===== src/rtl/bp_pkg.sv =====
// Shared types for the branch resolve controller: tracking entry, FSM states, PC width.
// Latency: n/a (types only).
// Backpressure: n/a.
package bp_pkg;

    localparam int XLEN = 64;

    // One in-flight prediction: branch PC and the next PC fetch assumed.
    typedef struct packed {
        logic [XLEN-1:0] pc;
        logic [XLEN-1:0] target;
    } track_entry_t;

    typedef enum logic {
        ST_RUN     = 1'b0,
        ST_RECOVER = 1'b1
    } bp_state_e;

    // Fall-through PC of a branch; 64-bit wrap-around is intended.
    function automatic logic [XLEN-1:0] seq_next_pc(input logic [XLEN-1:0] pc);
        return pc + XLEN'(4);
    endfunction

endpackage


===== src/rtl/bp_track_fifo.sv =====
// Prediction tracking queue: DEPTH entries, head visible combinationally.
// Latency: push visible at head the cycle after the write; pop/clear take effect at the edge.
// Backpressure: caller must gate push on !o_full (or on a same-cycle pop); clear beats push/pop.
//
// Ports: clk/reset (sync, active-high), i_push/i_wdata write at tail, i_pop retires head,
//        i_clear empties the queue, o_rdata = head entry, o_full/o_empty status.
module bp_track_fifo
    import bp_pkg::*;
#(
    parameter int DEPTH = 4
) (
    input  logic         clk,
    input  logic         reset,
    input  logic         i_push,
    input  track_entry_t i_wdata,
    input  logic         i_pop,
    input  logic         i_clear,
    output track_entry_t o_rdata,
    output logic         o_full,
    output logic         o_empty
);

    localparam int PTR_W = (DEPTH > 1) ? $clog2(DEPTH) : 1;
    localparam int CNT_W = $clog2(DEPTH + 1);

    track_entry_t     r_mem [DEPTH];
    logic [PTR_W-1:0] r_head;
    logic [PTR_W-1:0] r_tail;
    logic [CNT_W-1:0] r_count;

    logic w_full;
    logic w_empty;
    logic w_do_pop;
    logic w_do_push;

    assign w_full  = (r_count == CNT_W'(DEPTH));
    assign w_empty = (r_count == '0);

    // A pop frees the head slot in the same edge, so a push into a full queue is legal then.
    assign w_do_pop  = i_pop && !w_empty;
    assign w_do_push = i_push && (!w_full || w_do_pop);

    function automatic logic [PTR_W-1:0] ptr_inc(input logic [PTR_W-1:0] p);
        return (p == PTR_W'(DEPTH - 1)) ? '0 : p + PTR_W'(1);
    endfunction

    always_ff @(posedge clk) begin
        if (reset || i_clear) begin
            r_head  <= '0;
            r_tail  <= '0;
            r_count <= '0;
        end else begin
            if (w_do_push) begin
                r_tail <= ptr_inc(r_tail);
            end
            if (w_do_pop) begin
                r_head <= ptr_inc(r_head);
            end
            case ({w_do_push, w_do_pop})
                2'b10:   r_count <= r_count + CNT_W'(1);
                2'b01:   r_count <= r_count - CNT_W'(1);
                default: r_count <= r_count;
            endcase
        end
    end

    // Storage needs no reset; occupancy alone decides validity.
    always_ff @(posedge clk) begin
        if (w_do_push && !reset && !i_clear) begin
            r_mem[r_tail] <= i_wdata;
        end
    end

    assign o_rdata = r_mem[r_head];
    assign o_full  = w_full;
    assign o_empty = w_empty;

endmodule


===== src/rtl/branch_resolve_ctrl.sv =====
// Tracks in-flight branch predictions, checks them at resolve, trains the predictor and flushes on mispredict.
// Latency: resolve -> upd/flush outputs registered one cycle later; RECOVER lasts FLUSH_CYCLES from the flush cycle.
// Backpressure: pred_ready low when queue full (unless popping this cycle), during RECOVER and during reset.
//
// Ports: clk, reset (sync active-high); pred_valid/pred_ready/pred_pc/pred_target from fetch;
//        resolve_valid/resolve_pc from execute; flush/redirect_pc to fetch;
//        upd_valid/upd_pc/upd_taken to the predictor; protocol_err sticky.
// Optional: define BRANCH_RESOLVE_STATS_EN to add stat_branches / stat_mispredicts (32-bit, saturating).
module branch_resolve_ctrl
    import bp_pkg::*;
#(
    parameter int DEPTH        = 4,
    parameter int FLUSH_CYCLES = 2
) (
    input  logic            clk,
    input  logic            reset,
    input  logic            pred_valid,
    output logic            pred_ready,
    input  logic [XLEN-1:0] pred_pc,
    input  logic [XLEN-1:0] pred_target,
    input  logic            resolve_valid,
    input  logic [XLEN-1:0] resolve_pc,
    output logic            flush,
    output logic [XLEN-1:0] redirect_pc,
    output logic            upd_valid,
    output logic [XLEN-1:0] upd_pc,
    output logic            upd_taken,
    output logic            protocol_err
`ifdef BRANCH_RESOLVE_STATS_EN
    ,
    output logic [31:0]     stat_branches,
    output logic [31:0]     stat_mispredicts
`endif
);

    bp_state_e       r_state;
    logic [3:0]      r_rec_cnt;
    logic            r_flush;
    logic [XLEN-1:0] r_redirect_pc;
    logic            r_upd_valid;
    logic [XLEN-1:0] r_upd_pc;
    logic            r_upd_taken;
    logic            r_protocol_err;

    track_entry_t w_head;
    track_entry_t w_wdata;
    logic         w_full;
    logic         w_empty;
    logic         w_run;
    logic         w_pop;
    logic         w_mispredict;
    logic         w_taken;
    logic         w_ready;
    logic         w_push;
    logic         w_err_evt;

    assign w_run        = (r_state == ST_RUN);
    assign w_pop        = w_run && resolve_valid && !w_empty;
    assign w_mispredict = w_pop && (resolve_pc != w_head.target);
    assign w_taken      = (resolve_pc != seq_next_pc(w_head.pc));
    assign w_ready      = !reset && w_run && (!w_full || w_pop);
    // A push alongside a mispredict is on the wrong path: handshake completes, entry is dropped.
    assign w_push       = pred_valid && w_ready && !w_mispredict;
    assign w_err_evt    = w_run && resolve_valid && w_empty;

    assign w_wdata.pc     = pred_pc;
    assign w_wdata.target = pred_target;

    bp_track_fifo #(
        .DEPTH (DEPTH)
    ) u_fifo (
        .clk     (clk),
        .reset   (reset),
        .i_push  (w_push),
        .i_wdata (w_wdata),
        .i_pop   (w_pop),
        .i_clear (w_mispredict),
        .o_rdata (w_head),
        .o_full  (w_full),
        .o_empty (w_empty)
    );

    always_ff @(posedge clk) begin
        if (reset) begin
            r_state        <= ST_RUN;
            r_rec_cnt      <= '0;
            r_flush        <= 1'b0;
            r_redirect_pc  <= '0;
            r_upd_valid    <= 1'b0;
            r_upd_pc       <= '0;
            r_upd_taken    <= 1'b0;
            r_protocol_err <= 1'b0;
        end else begin
            r_flush     <= 1'b0;
            r_upd_valid <= 1'b0;
            case (r_state)
                ST_RUN: begin
                    if (w_err_evt) begin
                        r_protocol_err <= 1'b1;
                    end
                    if (w_pop) begin
                        r_upd_valid <= 1'b1;
                        r_upd_pc    <= w_head.pc;
                        r_upd_taken <= w_taken;
                    end
                    if (w_mispredict) begin
                        r_flush       <= 1'b1;
                        r_redirect_pc <= resolve_pc;
                        r_state       <= ST_RECOVER;
                        // The flush cycle itself is the first RECOVER cycle.
                        r_rec_cnt     <= 4'(FLUSH_CYCLES - 1);
                    end
                end
                ST_RECOVER: begin
                    if (r_rec_cnt == '0) begin
                        r_state <= ST_RUN;
                    end else begin
                        r_rec_cnt <= r_rec_cnt - 4'd1;
                    end
                end
                default: r_state <= ST_RUN;
            endcase
        end
    end

`ifdef BRANCH_RESOLVE_STATS_EN
    logic [31:0] r_stat_branches;
    logic [31:0] r_stat_mispredicts;

    always_ff @(posedge clk) begin
        if (reset) begin
            r_stat_branches    <= '0;
            r_stat_mispredicts <= '0;
        end else begin
            if (w_pop && (r_stat_branches != '1)) begin
                r_stat_branches <= r_stat_branches + 32'd1;
            end
            if (w_mispredict && (r_stat_mispredicts != '1)) begin
                r_stat_mispredicts <= r_stat_mispredicts + 32'd1;
            end
        end
    end

    assign stat_branches    = r_stat_branches;
    assign stat_mispredicts = r_stat_mispredicts;
`endif

    assign pred_ready   = w_ready;
    assign flush        = r_flush;
    assign redirect_pc  = r_redirect_pc;
    assign upd_valid    = r_upd_valid;
    assign upd_pc       = r_upd_pc;
    assign upd_taken    = r_upd_taken;
    assign protocol_err = r_protocol_err;

endmodule


===== config.mk =====
export PLATFORM = sky130hd
export DESIGN_NAME = branch_resolve_ctrl
export DESIGN_NICKNAME = d
export VERILOG_FILES = /design/src/rtl/bp_pkg.sv /design/src/rtl/bp_track_fifo.sv /design/src/rtl/branch_resolve_ctrl.sv
export SDC_FILE = /design/constraint.sdc
export NUM_CORES = 1
export LEC_CHECK = 0
export CAP_MARGIN = 0
export CORE_MARGIN = 2
export CORE_UTILIZATION = 50
export CTS_CLUSTER_DIAMETER = 40
export CTS_CLUSTER_SIZE = 40
export DETAILED_ROUTE_END_ITERATION = 7
export DONT_BUFFER_PORTS = 1
export HOLD_SLACK_MARGIN = 0.15
export SYNTH_ARGS = -nofsm -noshare
export SYNTH_HDL_FRONTEND = slang
export SYNTH_SLANG_ARGS = --single-unit

===== constraint.sdc =====
create_clock -name clk -period 8 [get_ports clk]
set_input_delay 1.6 -clock clk [delete_from_list [all_inputs] [get_ports clk]]
set_output_delay 1.6 -clock clk [all_outputs]
set_load 0.01 [all_outputs]

==> results.py, run 1 <==
metrics = {
    "hold_path": {
        "min_path_cells": 2,
        "hold_class": "reg2reg",
        "hp-start": "u_fifo.r_head[1]$_SDFFE_PP0P_",
    },
    "final_layout": {
        "nFillCells": 4057,
        "fin_area_sq_mm": 0.0307,
        "areaGrowthSynthToFinish_pct": 14.4,
        "n_antenna_cell": 0,
        "nNetsFinal": 1903,
        "final_common_cell": "edfxtp_1",
        "drive_gt1_frac": 0.163,
        "final_cell_mix": "512 x edfxtp_1, 170 x nand2_1, 144 x dfxtp_1, 117 x xnor2_1, 100 x clkbuf_16",
    },
    "floorplan": {
        "row_count": 84,
        "dieHeight_microns": 236,
        "die_w_microns": 236,
        "die_area_sq_mm": 0.0556,
        "core_area_sq_mm": 0.0529,
        "start_util": 0.508,
        "top_level_ports": 329,
    },
    "clocking": {
        "ctsLongestPathBuffers": 3,
        "cts-htree-levels": 3,
        "cts.repair.resized": 0,
        "root_buffer": "clkbuf_16",
        "cts_tree": "built",
        "post_cts_buffers": 0,
        "insertion_delay_ps": 650,
        "cts_num_sinks": 658,
        "cts_buffers": 95,
        "path_clk_slew_ps": 60,
        "hold_buffers": 0,
    },
    "route": {
        "dr_wl_met2_mm": 35.2,
        "via_per_inst": 6.08,
        "antenna_left": 0,
        "drt-initial-drc-count": 1180,
        "met1_length_mm": 28.8,
        "routed.top_layer": "met5",
        "drtPass1Iterations": 5,
        "vias": 15000,
        "met3_length_mm": 7.55,
        "drc": 0,
        "post_drt_wl_per_cell_microns": 29.9,
        "drt-total-wl_mm": 73.9,
    },
    "critical_path": {
        "worstSetupStartpointType": "flop",
        "crit_buf_inv": 4,
        "required_ps": 8570,
        "worst-r2r-setup-slack_ps": 2390,
        "worst-path-max-fanout": 46,
        "crit_path_top_delay_cell": "dfxtp_4",
        "cp-end-kind": "flop",
        "worstPathCellList": "buf_4, mux4_2, xnor2_1, nand4_1, nor4_1, nand4_1, nand2_4, buf_4, and2_1, inv_1, ha_1, inv_1, fa_1, nor2_1, a21oi_1, nor2_1",
        "ff2ff_path_depth": 16,
        "slowest_delay_ps": 940,
        "crit_type": "reg2reg",
        "cp_data_arrival_time_ps": 6180,
        "critPathTopFamily": "simple AND/OR/NAND/NOR gates",
        "r2r_end": "u_fifo.r_count[1]$_SDFFE_PP0P_",
    },
    "yosys": {
        "synth_flop_cell": "edfxtp_1",
        "ys_types": 64,
        "yosysSeqAreaShare": 0.682,
        "synth_edf_count": 512,
        "ys_ff_latch": 658,
        "netlist_instances": 1669,
        "async_reset_ff_frac": 0,
        "syn_area_per_cell_sq_um": 16.1,
        "synth_nets": 1874,
        "synth_area_sq_mm": 0.0268,
        "ys_warn_count": 0,
    },
    "sta": {
        "tns_ps": 0,
        "finalCriticalPeriod_ps": 5610,
        "period_share": 0.701,
        "setup_viol_count_final": 0,
        "whs_ps": 479,
        "worst_clock_skew_ps": 31.3,
        "worst-slew-pin-transition_ps": 1050,
        "fmax_mhz": 178,
        "grt_setup_unrepaired": "no",
        "slew_headroom": 0.300,
        "finalHoldViolations": 0,
        "finalMaxSlewViolations": 0,
    },
    "place": {
        "dpl-instance-area_sq_mm": 0.0274,
        "routabilityCongestion": 0.895,
        "post-dp-hpwl_mm": 50.0,
        "io_buffer_count": 0,
    },
    "status": {
        "status": "finished clean",
    },
    "power_and_ir_drop": {
        "ir_drop_uv": 190,
        "p_leak_uw": 0.0101,
        "power_uw": 10200,
        "powerDensity_mw_per_mm2": 331,
    },
    "grt": {
        "grt_pass1_wl_mm": 106,
        "grt_pass1_vias": 14900,
        "grt.overflow.total": 0,
        "grtUsageTotal": 0.267,
        "grt_max_degree": 125,
        "antenna_found_initial": 3,
    },
    "run": {
        "max_cap_viol_count": 0,
    },
}
==> cells by family (layout without fill, tap and decap cells) <==
logic type / after synthesis / after routing / share of synthesized area
xor+xnor: 152 / 152 / 0.0496
simple gates: 424 / 424 / 0.0766
compound gates: 144 / 144 / 0.0327
flops: 658 / 658 / 0.682
fa+ha+maj: 9 / 9 / 0.00447
mux: 189 / 189 / 0.135
buf+inv: 93 / 204 / 0.0204
==> registers in the layout, indices dropped and copies added (netlist names), named ones only <==
| register | count |
|---|---|
| flush | 1 |
| u_fifo.r_count | 3 |
| protocol_err | 1 |
| r_state | 1 |
| u_fifo.r_mem | 512 |
| upd_valid | 1 |
| upd_pc | 64 |
| upd_taken | 1 |
| u_fifo.r_tail | 2 |
| redirect_pc | 64 |
| u_fifo.r_head | 2 |
| r_rec_cnt | 4 |
==> worst min-delay path: cells and delay by family, from the launching register on <==
kind	cells	cell delay, ps
simple gates	1	50
compound gates	1	70
flops	1	310
==> synthesized netlist by cell type (all sizes together), types with 2 or more instances <==
cell type,count,area [sq um]
mux4,128,3000
and2,8,50.1
a31oi,5,31.3
nor2,81,307
a22o,14,123
nor2b,4,25.0
o31ai,7,52.6
xor2,35,307
nand4,41,269
nor4,13,81.3
nand2,171,642
or4b,2,20.0
o311ai,2,17.5
nand2b,11,68.8
o41ai,2,17.5
or3,3,18.8
nand3,25,125
and4,12,105
dfxtp,146,2920
a211oi,7,52.6
nor3,17,85.1
or4,4,30.0
o211ai,5,37.5
xnor2,117,1020
nand4b,2,17.5
nor3b,6,45.0
mux2i,57,571
and3,17,106
mux2,4,45.0
o21ai,8,40.0
nor4b,4,35.0
buf,36,322
clkbuf,41,155
a21boi,2,15.0
ha,8,100
inv,13,48.8
a21oi,83,415
edfxtp,512,15400
==> worst max path at each step <==
stage	endpoint	start	slack (ps)	depth (start not counted)
4_1_cts	u_fifo.r_count[1]$_SDFFE_PP0P_	flop	2310	16
3_5_place_dp	u_fifo.r_count[1]$_SDFFE_PP0P_	flop	2310	16
5_1_grt	u_fifo.r_count[2]$_SDFFE_PP0P_	flop	1820	17
3_3_place_gp	u_fifo.r_count[1]$_SDFFE_PP0P_	flop	2380	16
2_1_floorplan	u_fifo.r_mem[3][0]$_DFFE_PP_	flop	1470	14
6_report	u_fifo.r_count[1]$_SDFFE_PP0P_	flop	2390	16
==> power breakdown <==
| group | internal (uW) | leakage [uW] | switching [uW] |
|---|---|---|---|
| clock | 2570 | 0.00160 | 1640 |
| combinational | 725 | 0.00263 | 993 |
| sequential | 4000 | 0.00583 | 255 |
| total | 7290 | 0.0101 | 2880 |
==> metal layers <==
| metal | GRT usage | vias to the layer above |
|---|---|---|
| met5 | 0 | - |
| met4 | 0.0984 | 4 |
| met3 | 0.103 | 110 |
| met2 | 0.425 | 588 |
| met1 | 0.334 | 7736 |
| li1 | - | 6563 |
==> area by class of cell <==
type,instances,area [sq um],share of cell area
clock buffer,114,2580,0.0840
multi-input combinational,918,8040,0.262
tap,688,861,0.0280
inverter,14,52.6,0.00171
sequential,658,18300,0.596
clock inverter,65,711,0.0231
timing repair buffer,11,158,0.00514
==> per-stage QoR <==
step	util	std cells	setup slack (ps)
2_1_floorplan	-	1669	1470
3_3_place_gp	0.519	2289	2380
3_5_place_dp	0.519	2289	2310
4_1_cts	0.581	2468	2310
5_1_grt	0.581	2468	1820
6_report	0.581	2468	2390
(Power assumes the default switching activity.)
==> run 2: changes to the inputs <==
PLACE_DENSITY = 0.68   (was not set)
clock period = 4.9 ns   (was 8 ns; I/O delays follow)
==> run 2 against run 1 <==
First-iteration DRC count grew 37%. Critical endpoint is now u_fifo.r_count[2]$_SDFFE_PP0P_. Highest routed layer is now met4. Worst hold slack lost 85 ps. Fmax grew 25%. Largest power group unchanged. Die area is the same. Non-clock buffer count grew 41.
==> results.py, run 2 (synthesis results as in run 1) <==
metrics = {
    "grt": {
        "antenna_found_initial": 1,
        "grt_pass1_wl_mm": 109,
        "grt_pass1_vias": 15300,
        "grtUsageTotal": 0.276,
        "grt.overflow.total": 0,
        "grt_max_degree": 125,
    },
    "hold_path": {
        "hold_class": "in2reg",
        "hp-start": "reset",
        "hold_end": "redirect_pc[13]$_SDFFE_PP0P_",
        "min_path_cells": 1,
    },
    "final_layout": {
        "n_antenna_cell": 0,
        "final_common_cell": "edfxtp_1",
        "nFillCells": 3943,
        "drive_gt1_frac": 0.179,
        "final_cell_mix": "512 x edfxtp_1, 170 x nand2_1, 144 x dfxtp_1, 117 x xnor2_1, 97 x mux4_2",
        "largest_reg_flops": 512,
        "nNetsFinal": 1939,
        "top_register": "u_fifo.r_mem",
        "post_layout_nonfiller_instances": 2497,
        "areaGrowthSynthToFinish_pct": 15.5,
        "fin_util": 0.586,
    },
    "critical_path": {
        "critPathTopFamily": "simple AND/OR/NAND/NOR gates",
        "worstSetupStartpointType": "flop",
        "r2r_end": "u_fifo.r_count[2]$_SDFFE_PP0P_",
        "required_ps": 5440,
        "slowest_delay_ps": 610,
        "cp-end-kind": "flop",
        "cp_data_arrival_time_ps": 5040,
        "ff2ff_path_depth": 16,
        "cp.depth": 16,
        "crit_type": "reg2reg",
        "worst-path-max-fanout": 35,
        "crit_buf_inv": 3,
        "worst-r2r-setup-slack_ps": 400,
        "crit_path_top_delay_cell": "dfxtp_4",
        "worstPathCellList": "buf_12, mux4_2, xnor2_1, nand4_1, nor4_1, nand4_1, nand2_4, and2_1, inv_1, ha_1, inv_1, fa_1, xor2_1, nor2_1, xnor2_1, nor2_1",
    },
    "floorplan": {
        "die_w_microns": 236,
        "core_area_sq_mm": 0.0529,
        "dieHeight_microns": 236,
        "die_area_sq_mm": 0.0556,
        "row_count": 84,
        "top_level_ports": 329,
        "start_util": 0.508,
    },
    "sta": {
        "finalHoldViolations": 0,
        "worst-slew-pin-transition_ps": 842,
        "slew_headroom": 0.438,
        "finalMaxSlewViolations": 0,
        "period_share": 0.918,
        "finalCriticalPeriod_ps": 4500,
        "worst_clock_skew_ps": 59.3,
        "tns_ps": 0,
        "whs_ps": 395,
        "setup_viol_count_final": 0,
        "grt_setup_unrepaired": "no",
        "fmax_mhz": 222,
    },
    "place": {
        "routabilityCongestion": 0.899,
        "io_buffer_count": 0,
        "place_inst": 2330,
        "post-dp-hpwl_mm": 53.7,
    },
    "route": {
        "via_per_inst": 6.21,
        "drt-initial-drc-count": 1613,
        "post_drt_wl_per_cell_microns": 30.7,
        "vias": 15500,
        "antenna_left": 0,
        "drc": 0,
        "drt-total-wl_mm": 76.6,
        "drtPass1Iterations": 5,
    },
    "clocking": {
        "cts.repair.resized": 0,
        "path_clk_slew_ps": 60,
        "insertion_delay_ps": 670,
        "ctsLongestPathBuffers": 3,
        "cts_tree": "built",
        "post_cts_buffers": 0,
        "cts_num_sinks": 658,
        "root_buffer": "clkbuf_16",
        "hold_buffers": 0,
        "cts_buffers": 90,
        "cts-htree-levels": 3,
    },
    "power_and_ir_drop": {
        "p_comb_frac": 0.178,
        "p_clk_frac": 0.405,
        "powerDensity_mw_per_mm2": 536,
        "p_int_uw": 11800,
        "power_uw": 16600,
        "switching_share": 0.292,
        "seqPwrFrac": 0.416,
        "ir_drop_uv": 309,
        "p_leak_uw": 0.0102,
        "p_switching_uw": 4850,
    },
    "status": {
        "status": "finished clean",
    },
    "run": {
        "max_cap_viol_count": 0,
    },
}
## run 2: cell count changes in the layout (fill, tap and decap cells not counted), sizes merged
cell,change
clkinvlp,-1
buf,+41
bufinv,+1
inv,+2
clkinv,+3
clkbuf,-17
## run 2: worst reg2reg max path: cells and delay by family, from the launching register on
kind / cells / cell delay [ps]
xor gates and xnor gates: 3 / 560
adders and majority gates: 2 / 390
buffers and inverters: 3 / 490
DFF: 1 / 610
muxes: 1 / 570
and+or+nand+nor: 7 / 1780
## run 2: final cells by class
class / instances / area [sq um] / share of cell area
flip-flops and latches: 658 / 18300 / 0.590
multi-input cells: 918 / 8040 / 0.259
clock buffers: 97 / 2300 / 0.0742
clock inverters: 70 / 906 / 0.0292
well taps: 688 / 861 / 0.0278
repair buffers: 52 / 541 / 0.0174
inverters: 14 / 52.6 / 0.00170
## run 2: metal layers
metal  part of all wire  wire (microns)  GRT usage
met1               0.39           29600      0.350
met2               0.48           37000      0.444
met3               0.11            8290      0.105
met4              0.022            1650     0.0799
met5                  0               0          0
## run 2: metrics by stage
step | area (sq um) | setup WS, ps
floorplan | 26900 | -173
detailed placement | 27800 | 533
CTS | 31000 | 403
finish | 31000 | 400
global route | 31000 | 133
global placement | 27800 | 581
## run 2: how the worst max path moves through the flow
stage	startpoint	end	slack, ps
after global placement	flop	upd_taken$_SDFFE_PP0P_	580
final	flop	u_fifo.r_count[2]$_SDFFE_PP0P_	400
after global routing	flop	u_fifo.r_count[2]$_SDFFE_PP0P_	130
after CTS	flop	u_fifo.r_count[2]$_SDFFE_PP0P_	400
after detailed placement	flop	upd_taken$_SDFFE_PP0P_	530
after floorplan	flop	u_fifo.r_mem[0][0]$_DFFE_PP_	-170
## run 2: power by group through the flow
stage	Combinational (uW)	Sequential [uW]	Clock, uW
floorplan	2250	6900	0
global placement	2920	7000	0
detailed placement	2950	7020	0
CTS	2970	6910	6810
global route	3190	6950	7040
finish	2960	6910	6730
==> run 3: changes to the inputs <==
SYNTH_HIERARCHICAL = 1   (was not set)
==> run 3 against run 2 <==
Setup slack lost 200 ps. Sequential power decreased by 11%. Area after synthesis decreased by 0.64%. Register-to-register slack got worse by 200 ps. Highest routed layer unchanged.
==> results.py, run 3 <==
metrics = {
    "status": {
        "status": "finished clean",
    },
    "floorplan": {
        "dieHeight_microns": 235,
        "top_level_ports": 329,
        "start_util": 0.507,
        "die_w_microns": 235,
        "row_count": 84,
        "core_area_sq_mm": 0.0527,
        "die_area_sq_mm": 0.0552,
    },
    "sta": {
        "grt_setup_unrepaired": "no",
        "period_share": 0.960,
        "finalHoldViolations": 0,
        "slew_headroom": 0.479,
        "finalCriticalPeriod_ps": 4700,
        "fmax_mhz": 213,
        "worst_slack_ps": 196,
        "setup_viol_count_final": 0,
        "worst-slew-pin-transition_ps": 782,
        "finalMaxSlewViolations": 0,
        "worst_clock_skew_ps": 22.3,
        "tns_ps": 0,
    },
    "final_layout": {
        "top_register": "u_fifo/r_mem",
        "largest_reg_flops": 512,
        "n_antenna_cell": 0,
        "drive_gt1_frac": 0.203,
        "final_common_cell": "edfxtp_1",
        "nNetsFinal": 1926,
        "final_cell_mix": "512 x edfxtp_1, 153 x nand2_1, 144 x dfxtp_1, 128 x mux4_2, 105 x xor2_1",
        "fin_util": 0.587,
        "areaGrowthSynthToFinish_pct": 16.0,
    },
    "grt": {
        "antenna_found_initial": 2,
        "grt_max_degree": 123,
        "grtUsageTotal": 0.267,
        "grt_pass1_vias": 15400,
        "grt.overflow.total": 0,
        "grt_pass1_wl_mm": 106,
    },
    "critical_path": {
        "worstSetupStartpointType": "flop",
        "cp.depth": 12,
        "ff2ff_path_depth": 12,
        "crit_type": "reg2reg",
        "cp_data_arrival_time_ps": 5030,
        "crit_buf_inv": 3,
        "cp-end-kind": "flop",
        "crit_end": "u_fifo/r_mem[0][48]$_DFFE_PP_",
        "required_ps": 5230,
        "worst-r2r-setup-slack_ps": 200,
        "crit_path_top_delay_cell": "dfxtp_4",
        "r2r_end": "u_fifo/r_mem[0][48]$_DFFE_PP_",
        "worstPathCellList": "buf_12, mux4_2, xor2_1, nor4_1, nand4_1, nor4_1, buf_4, nor2_4, or2_2, nor3b_1, and2_4, buf_12",
        "worst-path-max-fanout": 29,
        "critPathTopFamily": "simple AND/OR/NAND/NOR gates",
        "slowest_delay_ps": 630,
    },
    "place": {
        "routabilityCongestion": 0.890,
        "post-dp-hpwl_mm": 51.8,
        "post-place-ws_ps": 175,
        "io_buffer_count": 0,
    },
    "power_and_ir_drop": {
        "p_leak_uw": 0.00983,
        "p_comb_frac": 0.031,
        "powerDensity_mw_per_mm2": 421,
        "p_switching_uw": 2930,
        "p_int_uw": 10100,
        "switching_share": 0.225,
        "seqPwrFrac": 0.472,
        "ir_drop_uv": 272,
        "p_clk_frac": 0.497,
    },
    "yosys": {
        "yosysSeqAreaShare": 0.686,
        "async_reset_ff_frac": 0,
        "yosysTopAreaCellShare": 0.576,
        "yosysMostFrequentCell": "edfxtp_1",
        "yosys.area.top_type": "edfxtp_1",
        "synth_edf_count": 512,
        "synthTopCellsByArea": "edfxtp_1 58%, dfxtp_1 11%, mux4_2 11%",
        "netlist_instances": 1668,
        "ys_types": 67,
        "ys_top_cells_by_count": "512 x edfxtp_1, 153 x nand2_1, 146 x dfxtp_1",
        "synth_nets": 1872,
        "ys_warn_count": 6,
        "ys_ff_latch": 658,
        "synth_area_sq_mm": 0.0267,
        "syn_area_per_cell_sq_um": 16.0,
        "synth_flop_cell": "edfxtp_1",
    },
    "route": {
        "via_per_inst": 6.21,
        "drt-initial-drc-count": 1533,
        "drc": 0,
        "drtPass1Iterations": 8,
        "post_drt_wl_per_cell_microns": 29.8,
        "antenna_left": 0,
        "drt-total-wl_mm": 74.1,
        "vias": 15500,
    },
    "clocking": {
        "ctsLongestPathBuffers": 3,
        "insertion_delay_ps": 640,
        "cts_buffers": 90,
        "root_buffer": "clkbuf_16",
        "cts_tree": "built",
        "cts.repair.resized": 0,
        "post_cts_buffers": 0,
        "path_clk_slew_ps": 60,
        "cts_num_sinks": 658,
        "cts-htree-levels": 3,
        "hold_buffers": 0,
    },
    "hold_path": {
        "hold_class": "in2reg",
    },
    "run": {
        "max_cap_viol_count": 0,
    },
}
## run 3: changes by cell type after synthesis, moves of 6 or more
cell,change
xor2_1,+70
xnor2_1,-60
mux4_1,-31
mux4_2,+31
nor4_1,+19
nand2_1,-18
buf_4,-15
clkbuf_1,+15
buf_2,+13
nand2b_1,-9
a21oi_1,-8
and2_1,+7
nor2_1,-6
## run 3: worst min-delay path by stage
stage	startpoint	end	slack, ps	cells past startpoint
after floorplan	r_rec_cnt[1]$_SDFFE_PP0P_	r_rec_cnt[1]$_SDFFE_PP0P_	440	2
after global placement	r_rec_cnt[1]$_SDFFE_PP0P_	r_rec_cnt[1]$_SDFFE_PP0P_	450	2
after detailed placement	r_rec_cnt[1]$_SDFFE_PP0P_	r_rec_cnt[1]$_SDFFE_PP0P_	460	2
after CTS	reset	upd_pc[1]$_SDFFE_PP0P_	380	1
after global routing	reset	upd_pc[1]$_SDFFE_PP0P_	380	1
final	reset	upd_pc[37]$_SDFFE_PP0P_	410	1
## run 3: worst register-to-register path: cells and delay by family (launching register included)
family	cells	cell delay, ps
multiplexers	1	520
AND/OR/NAND/NOR	7	2370
flip-flops	1	630
XOR/XNOR	1	160
buffers and inverters	3	710
## run 3: per-stage QoR
step                      instance area (sq um)  hold slack [ps]  total power [uW]  std cells
after floorplan                           26700              445              6550       1668
after global routing                      30900              385             13400       2487
after CTS                                 30900              384             13100       2487
after detailed placement                  27800              459              6670       2318
final                                     30900              411             13000       2487
after global placement                    27800              453              6660       2318
## run 3: power by group through the flow
stage / clock (uW) / sequential (uW) / combinational (uW)
5_1_grt: 6810 / 6150 / 433
3_3_place_gp: 0 / 6260 / 396
4_1_cts: 6580 / 6150 / 404
2_1_floorplan: 0 / 6250 / 292
3_5_place_dp: 0 / 6260 / 402
6_report: 6490 / 6150 / 405
## run 3: cell type report
class / instances / area, sq um
Inverter: 18 / 67.6
Multi-Input combinational cell: 908 / 8000
Clock buffer: 111 / 2550
Clock inverter: 58 / 557
Sequential cell: 658 / 18300
Tap cell: 688 / 861
Timing Repair Buffer: 46 / 596
Fill cell: 3954 / 21700
## run 3: logic make-up (layout without fill, tap and decap cells)
family	Yosys count	after routing	share of synthesized area
flops	658	658	0.686
simple gates	416	416	0.0796
mux	183	183	0.129
xor+xnor	162	162	0.0532
compound gates	139	139	0.0328
buf+inv	102	233	0.0156
fa+ha+maj	8	8	0.00403
## run 3: metal layers
layer / share of wire / global-route usage / vias to the layer above
met3: 0.097 / 0.0847 / 105
met1: 0.39 / 0.348 / 8031
met2: 0.48 / 0.424 / 724
li1: - / - / 6590
met5: 0 / 0 / -
met4: 0.028 / 0.0955 / 0
